`src/rtl/circuito_exp5_jogo_if.sv`:
```
// rtl/circuito_exp5_jogo_if.sv - player-facing signal bundle of the memory game
interface circuito_exp5_jogo_if;
  logic       iniciar;
  logic [3:0] chaves;
  logic       acertou;
  logic       errou;
  logic       pronto;
  logic [3:0] leds;

  // board / testbench side: drives the player inputs, observes the result flags
  modport master (
    output iniciar,
    output chaves,
    input  acertou,
    input  errou,
    input  pronto,
    input  leds
  );

  // game side
  modport slave (
    input  iniciar,
    input  chaves,
    output acertou,
    output errou,
    output pronto,
    output leds
  );
endinterface

```
`src/rtl/circuito_exp5_jogo.sv`:
```
// rtl/circuito_exp5_jogo.sv - memory game top: FSM, round counter, jogada reg, ROM, compare, debug hex (LEDS_MEMORIA_EN = training leds)
module circuito_exp5_jogo (
  input  logic                       clock,
  input  logic                       reset,
  circuito_exp5_jogo_if.slave        jogo,
  output logic                       db_igual,
  output logic [6:0]                 db_contagem,
  output logic [6:0]                 db_memoria,
  output logic [6:0]                 db_estado,
  output logic [6:0]                 db_jogadafeita,
  output logic                       db_clock,
  output logic                       db_iniciar,
  output logic                       db_tem_jogada
);

  // State codes double as the value shown on the db_estado display.
  typedef enum logic [3:0] {
    INICIAL     = 4'h0,
    PREPARACAO  = 4'h1,
    ESPERA      = 4'h2,
    REGISTRA    = 4'h4,
    COMPARACAO  = 4'h5,
    PROXIMO     = 4'h6,
    FIM_ACERTOU = 4'hA,
    FIM_ERROU   = 4'hE
  } estado_t;

  localparam logic [3:0] ULTIMA_RODADA = 4'hF;

  estado_t    estado_q, estado_d;
  logic [3:0] contador_q, contador_d;
  logic [3:0] jogada_q, jogada_d;
  logic       prev_q, prev_d;
  logic       acertou_q, acertou_d;
  logic       errou_q, errou_d;
  logic       pronto_q, pronto_d;

  logic [3:0] memoria;
  logic       igual;
  logic       tem_jogada;

  // Fixed 16-entry one-hot sequence the player has to reproduce.
  function automatic logic [3:0] rom_sequencia(input logic [3:0] addr);
    logic [3:0] dado;
    case (addr)
      4'h0:    dado = 4'h1;
      4'h1:    dado = 4'h2;
      4'h2:    dado = 4'h4;
      4'h3:    dado = 4'h8;
      4'h4:    dado = 4'h4;
      4'h5:    dado = 4'h2;
      4'h6:    dado = 4'h1;
      4'h7:    dado = 4'h1;
      4'h8:    dado = 4'h2;
      4'h9:    dado = 4'h2;
      4'hA:    dado = 4'h4;
      4'hB:    dado = 4'h4;
      4'hC:    dado = 4'h8;
      4'hD:    dado = 4'h8;
      4'hE:    dado = 4'h1;
      default: dado = 4'h4;
    endcase
    return dado;
  endfunction

  // Hex to 7-segment, bit order gfedcba, segments lit when low.
  function automatic logic [6:0] hex7seg(input logic [3:0] valor);
    logic [6:0] seg;
    case (valor)
      4'h0:    seg = 7'b1000000;
      4'h1:    seg = 7'b1111001;
      4'h2:    seg = 7'b0100100;
      4'h3:    seg = 7'b0110000;
      4'h4:    seg = 7'b0011001;
      4'h5:    seg = 7'b0010010;
      4'h6:    seg = 7'b0000010;
      4'h7:    seg = 7'b1111000;
      4'h8:    seg = 7'b0000000;
      4'h9:    seg = 7'b0010000;
      4'hA:    seg = 7'b0001000;
      4'hB:    seg = 7'b0000011;
      4'hC:    seg = 7'b1000110;
      4'hD:    seg = 7'b0100001;
      4'hE:    seg = 7'b0000110;
      default: seg = 7'b0001110;
    endcase
    return seg;
  endfunction

  assign memoria    = rom_sequencia(contador_q);
  assign igual      = (jogada_q == memoria);
  // A press is the first cycle any switch is up after all were down.
  assign tem_jogada = (|jogo.chaves) & ~prev_q;

  // Next-state, datapath and Moore flag computation.
  always_comb begin
    estado_d   = estado_q;
    contador_d = contador_q;
    jogada_d   = jogada_q;
    prev_d     = |jogo.chaves;

    case (estado_q)
      INICIAL: begin
        if (jogo.iniciar) estado_d = PREPARACAO;
      end
      PREPARACAO: begin
        contador_d = 4'h0;
        jogada_d   = 4'h0;
        estado_d   = ESPERA;
      end
      ESPERA: begin
        if (tem_jogada) estado_d = REGISTRA;
      end
      REGISTRA: begin
        jogada_d = jogo.chaves;
        estado_d = COMPARACAO;
      end
      COMPARACAO: begin
        if (!igual)                          estado_d = FIM_ERROU;
        else if (contador_q == ULTIMA_RODADA) estado_d = FIM_ACERTOU;
        else                                 estado_d = PROXIMO;
      end
      PROXIMO: begin
        contador_d = contador_q + 4'h1;
        estado_d   = ESPERA;
      end
      FIM_ACERTOU: begin
        if (jogo.iniciar) estado_d = PREPARACAO;
      end
      FIM_ERROU: begin
        if (jogo.iniciar) estado_d = PREPARACAO;
      end
      default: estado_d = INICIAL;
    endcase

    // Flags are registered from the next state so they track the state exactly.
    acertou_d = (estado_d == FIM_ACERTOU);
    errou_d   = (estado_d == FIM_ERROU);
    pronto_d  = (estado_d == FIM_ACERTOU) || (estado_d == FIM_ERROU);
  end

  // All game state, with an immediate abort to inicial on reset.
  always_ff @(posedge clock or negedge reset) begin
    if (!reset) begin
      estado_q   <= INICIAL;
      contador_q <= 4'h0;
      jogada_q   <= 4'h0;
      prev_q     <= 1'b0;
      acertou_q  <= 1'b0;
      errou_q    <= 1'b0;
      pronto_q   <= 1'b0;
    end else begin
      estado_q   <= estado_d;
      contador_q <= contador_d;
      jogada_q   <= jogada_d;
      prev_q     <= prev_d;
      acertou_q  <= acertou_d;
      errou_q    <= errou_d;
      pronto_q   <= pronto_d;
    end
  end

  assign jogo.acertou = acertou_q;
  assign jogo.errou   = errou_q;
  assign jogo.pronto  = pronto_q;

`ifdef LEDS_MEMORIA_EN
  assign jogo.leds = memoria;
`else
  assign jogo.leds = jogo.chaves;
`endif

  assign db_igual       = igual;
  assign db_contagem    = hex7seg(contador_q);
  assign db_memoria     = hex7seg(memoria);
  assign db_estado      = hex7seg(estado_q);
  assign db_jogadafeita = hex7seg(jogada_q);
  assign db_clock       = clock;
  assign db_iniciar     = jogo.iniciar;
  assign db_tem_jogada  = tem_jogada;

endmodule

```
`src/flat_wrapper.sv`:
```
// flat-port wrapper written by rule: the top's interface ports become plain ports
module circuito_exp5_jogo_flat 
  (clock, reset, db_igual, db_contagem, db_memoria, db_estado, db_jogadafeita, db_clock, db_iniciar, db_tem_jogada, jogo_iniciar, jogo_chaves, jogo_acertou, jogo_errou, jogo_pronto, jogo_leds);
  circuito_exp5_jogo_if jogo_i ();
  input  logic clock;
  input  logic reset;
  output logic db_igual;
  output logic [6:0] db_contagem;
  output logic [6:0] db_memoria;
  output logic [6:0] db_estado;
  output logic [6:0] db_jogadafeita;
  output logic db_clock;
  output logic db_iniciar;
  output logic db_tem_jogada;
  input wire logic [$bits(jogo_i.iniciar)-1:0] jogo_iniciar;
  input wire logic [$bits(jogo_i.chaves)-1:0] jogo_chaves;
  output wire logic [$bits(jogo_i.acertou)-1:0] jogo_acertou;
  output wire logic [$bits(jogo_i.errou)-1:0] jogo_errou;
  output wire logic [$bits(jogo_i.pronto)-1:0] jogo_pronto;
  output wire logic [$bits(jogo_i.leds)-1:0] jogo_leds;
  assign jogo_i.iniciar = jogo_iniciar;
  assign jogo_i.chaves = jogo_chaves;
  assign jogo_acertou = jogo_i.acertou;
  assign jogo_errou = jogo_i.errou;
  assign jogo_pronto = jogo_i.pronto;
  assign jogo_leds = jogo_i.leds;
  circuito_exp5_jogo u_core (.clock(clock), .reset(reset), .jogo(jogo_i), .db_igual(db_igual), .db_contagem(db_contagem), .db_memoria(db_memoria), .db_estado(db_estado), .db_jogadafeita(db_jogadafeita), .db_clock(db_clock), .db_iniciar(db_iniciar), .db_tem_jogada(db_tem_jogada));
endmodule
```
`config.mk`:
```
export PLATFORM = sky130hd
export DESIGN_NAME = circuito_exp5_jogo_flat
export DESIGN_NICKNAME = d
export VERILOG_FILES = /design/src/rtl/circuito_exp5_jogo_if.sv /design/src/rtl/circuito_exp5_jogo.sv /design/src/flat_wrapper.sv
export SDC_FILE = /design/constraint.sdc
export NUM_CORES = 1
export LEC_CHECK = 0
export BUFFER_PORTS_ARGS = -buffer_cell sky130_fd_sc_hd__buf_2
export CAP_MARGIN = 20
export CORE_MARGIN = 4
export CORE_UTILIZATION = 50
export DETAILED_ROUTE_END_ITERATION = 10
export PLACE_DENSITY_LB_ADDON = 0.3
export SLEW_MARGIN = 20
export SYNTH_ARGS = -nofsm -noshare
export SYNTH_HDL_FRONTEND = slang
export SYNTH_SLANG_ARGS = --single-unit
```
`constraint.sdc`:
```
create_clock -name clock -period 4.8 [get_ports clock]
set_input_delay 0.96 -clock clock [delete_from_list [all_inputs] [get_ports clock]]
set_output_delay 0.96 -clock clock [all_outputs]
set_load 0.01 [all_outputs]
```
* Yosys cells after proc, flatten, opt, wreduce, memory -nomap -nowiden
Memory sizes are Yosys's and may differ from the RTL's.
Index checks and enable logic that the tools add are counted.
** Operators by class
- Add/sub/neg operators :: 1
- Equality and inequality tests :: 11
- Mux-type cells :: 7
- Bitwise logic cells :: 2
- Reduce and logical (&&, ||, !) cells :: 7
** Operator list (count)
- 4-bit equality test (second input constant) :: 5
- 4-bit one-hot mux with 5 select lines :: 1
- 4-bit 2-to-1 mux :: 4
- 4-bit one-hot mux with 2 select lines :: 2
- 4-bit by 3-bit equality test with 1-bit output (second input constant) :: 3
- 4-bit by 1-bit adder with 4-bit output (second input constant) :: 1
- 4-bit by 1-bit equality test with 1-bit output (second input constant) :: 1
- 4-bit by 2-bit equality test with 1-bit output (second input constant) :: 1
- 4-bit equality test :: 1
- 4-bit zero test :: 1
- 2-bit nonzero test :: 2
- 4-bit OR reduction :: 1
- 3-bit OR reduction :: 1
- 2-bit OR reduction :: 1
- 1-bit bitwise AND :: 1
- 1-bit logical OR :: 1
- 1-bit NOT :: 1
** Word-level totals
- Register bits after elaboration :: 16
- Bits in read-only memories :: 512
- Bits of input ports :: 7
- Memories kept :: 5
** Memory list
- (no name shown) :: words 16, width 7, rd ports 1, clocked after Yosys merged registers in 0, wr ports 0, RTL line circuito_exp5_jogo.sv:69 : case (valor)
- (no name shown) :: words 16, width 7, rd ports 1, clocked after Yosys merged registers in 0, wr ports 0, RTL line circuito_exp5_jogo.sv:69
- (no name shown) :: words 16, width 7, rd ports 1, clocked after Yosys merged registers in 0, wr ports 0, RTL line circuito_exp5_jogo.sv:69
- (no name shown) :: words 16, width 7, rd ports 1, clocked after Yosys merged registers in 0, wr ports 0, RTL line circuito_exp5_jogo.sv:69
- (no name shown) :: words 16, width 4, rd ports 1, clocked after Yosys merged registers in 0, wr ports 0, RTL line circuito_exp5_jogo.sv:45 : case (addr)

* Depth between registers and ports, before layout
- Depth after elaboration :: 6
- Gate-level depth with buffers :: 9
- Gate-level depth less buffers :: 9

==> flow_summary.yaml <==
status:
  outcome: "completed"
worst_setup_path:
  startpoint_type: "register"
  cp_top_family: "flip-flops"
  required_ns: 3.84
  path_cells: "mux2_2, a22o_1, inv_1, ha_1, mux2_2, o32ai_1, buf_2"
  cp_slowest_cell: "dfrtp_1"
  reg2reg_depth: 8
  path_buf_inv: 2
  worst_ep_arrival_time_ns: 2.90
  crit_fanout: 29
  r2r_slack_ns: 2.01
  end_kind: "output port"
  cpPeakStageDelay_ns: 0.85
  cp_common_cell: "mux2_2"
  cp.depth: 7
  critPathKind: "reg2out"
global_route:
  grt_pass1_wl_mm: 7.62
  grt_pass1_vias: 1665
  track_usage_pct: 17.7
  gr-total-overflow: 0
  antenna_found_initial: 0
  grt_max_degree: 30
pwr:
  power_frac_seq_pct: 20.3
  p_total_mw: 1.12
  ir_worst_vdd_v: 0.000301
  p_switching_mw: 0.523
  clockPowerShare_pct: 17.4
  power.density_nw_per_um2: 483
  p_sw_share_pct: 46.8
  p_leak_nw: 1.16
  intPower_mw: 0.595
  p_comb_share_pct: 62.3
clocking:
  post_cts_buffers: 0
  cts_hold_buf: 0
  cts.repair.resized: 0
  cts_tree: "yes"
  clk_pin_slew_worst_paths_ns: 0.07
  insertion_delay_ns: 0.35
route:
  totalWireLength_mm: 4.57
  viasPerCell: 5.61
  drtIter0Drc: 69
  dr.pass1.iters: 4
  drc: 0
  wl_per_cell_um: 14.0
  vias: 1834
  drtAntennaViolNets: 0
floorplanning:
  core_um2: 4000
  io_pins: 46
  die_area_um2: 5250
  die_x_um: 72.5
  die_h_um: 72.5
  start_util_pct: 51.9
  num_rows: 23
final_layout:
  final_area_um2: 2310
  drive_above_1_share_pct: 25.3
  fin_util_pct: 57.8
  nets: 311
  regArea_um2: 400
  layout_commonest_cell: "buf_2"
  syn2layout_area_growth_pct: 11.4
  final_cell_mix: "45 x buf_2, 26 x ha_1, 21 x nor2_1"
  num-fill-cells: 388
  multi_input_area_um2: 1450
  n_antenna_cell: 0
timing:
  setup_ws_ns: 0.943
  period_share_pct: 80.4
  slew_violations: 0
  maxSlewHeadroom_pct: 44.5
  setup_viol: 0
  rsz0062_at_grt: "no"
  fin_setup_tns_ns: 0
  fin_crit_ns: 3.86
  finalHoldViolations: 0
  fin_skew_ns: 0.00476
  fmax_ghz: 0.259
  worstMarginPinSlew_ns: 0.833
synthesis:
  syn_nets: 279
  syn_area_um2: 2080
  netlist_instances: 246
  ys_seq_area_share_pct: 19.3
  yosys_warnings: 0
  async_flop_share_pct: 100
  avgSynthCellArea_um2: 8.44
  synth_edf_count: 0
  synth_flop_cell: "dfrtp_1"
  synth_cell_type_count: 54
  ys_ff_latch: 16
placement:
  placed_area_um2: 2220
  dpl_worst_slack_ns: 1.31
  routabilityCongestion: 0.815
  place_hpwl_mm: 3.40
  io_buffers: 45
flow_run:
  maxCapViolCount: 0
worst_hold_path:
  worstHoldPathType: "in2async"
==> kinds of logic (layout without fill, tap and decap cells) <==
kind of cell               Yosys count  in the layout  share of synthesized area, %
AOI/OAI and AO/OA                   68             68                          22.3
buffers and inverters               40             71                          10.7
and+or+nand+nor                     71             71                          17.2
DFF                                 16             16                          19.3
xor gates and xnor gates             4              4                          2.05
adders and majority gates           26             26                          15.7
muxes                               21             21                          12.7
==> metal layers <==
metal	share of wire, %	wire (um)	GRT usage [%]	vias to the layer above
li1	-	-	-	938
met1	47	2150	24.9	850
met2	48	2190	28.2	42
met3	4.4	200	2.49	4
met4	0.68	31	5.33	0
met5	0	0	0	-
==> cell type report <==
class                   instances  share of cell area [%]
flip-flops and latches         16                    17.3
well taps                      50                    2.70
inverters                      18                    2.92
clock buffers                   8                    4.38
multi-input cells             190                    62.8
repair buffers                 45                    9.84
==> metrics by stage <==
stage          hold WS, ns  std cells
2_1_floorplan        0.545        246
3_3_place_gp         0.597        320
3_5_place_dp         0.626        320
4_1_cts              0.525        327
5_1_grt              0.536        327
6_report             0.514        327
==> state kept, by name (all words and copies together), names as in the netlist <==
name,flops
u_core.contador_q,4
u_core.estado_q,4
u_core.jogada_q,4
u_core.jogo.acertou,1
u_core.jogo.errou,1
u_core.jogo.pronto,1
u_core.prev_q,1
==> cells in the mapped netlist (4+ instances only) <==
cell       n  area [um^2]
mux2i_1   14          140
a21oi_1    9         45.0
clkbuf_1   7         26.3
mux4_2     4         90.1
o22ai_1    5         31.3
dfrtp_1   16          400
inv_1     17         63.8
nand2_1   17         63.8
nand3_1    5         25.0
buf_4      7         52.6
nor2b_1    5         31.3
o21ai_0   17         85.1
nor2_1    21         78.8
nand2b_1   5         31.3
ha_1      26          325
a22o_1    10         87.6
==> path summary, 6_finish.rpt <==
check	startpoint	endpoint
min in group clock	u_core.jogada_q[0]	u_core.jogada_q[0]
min	reset	u_core.estado_q[1]
max	u_core.contador_q[3]	db_memoria[1]
min reg2reg	u_core.jogada_q[0]	u_core.jogada_q[0]
max reg2reg	u_core.contador_q[1]	u_core.jogo.errou
max in group asynchronous	reset	u_core.jogo.acertou
==> power groups by stage <==
stage	Combinational, mW	Sequential, mW	Clock, mW
after floorplan	0.538	0.190	0.0172
after global placement	0.683	0.228	0.0126
after detailed placement	0.695	0.228	0.0126
after CTS	0.701	0.226	0.200
after global routing	0.779	0.236	0.209
final	0.696	0.227	0.195
(Power assumes the default switching activity.)
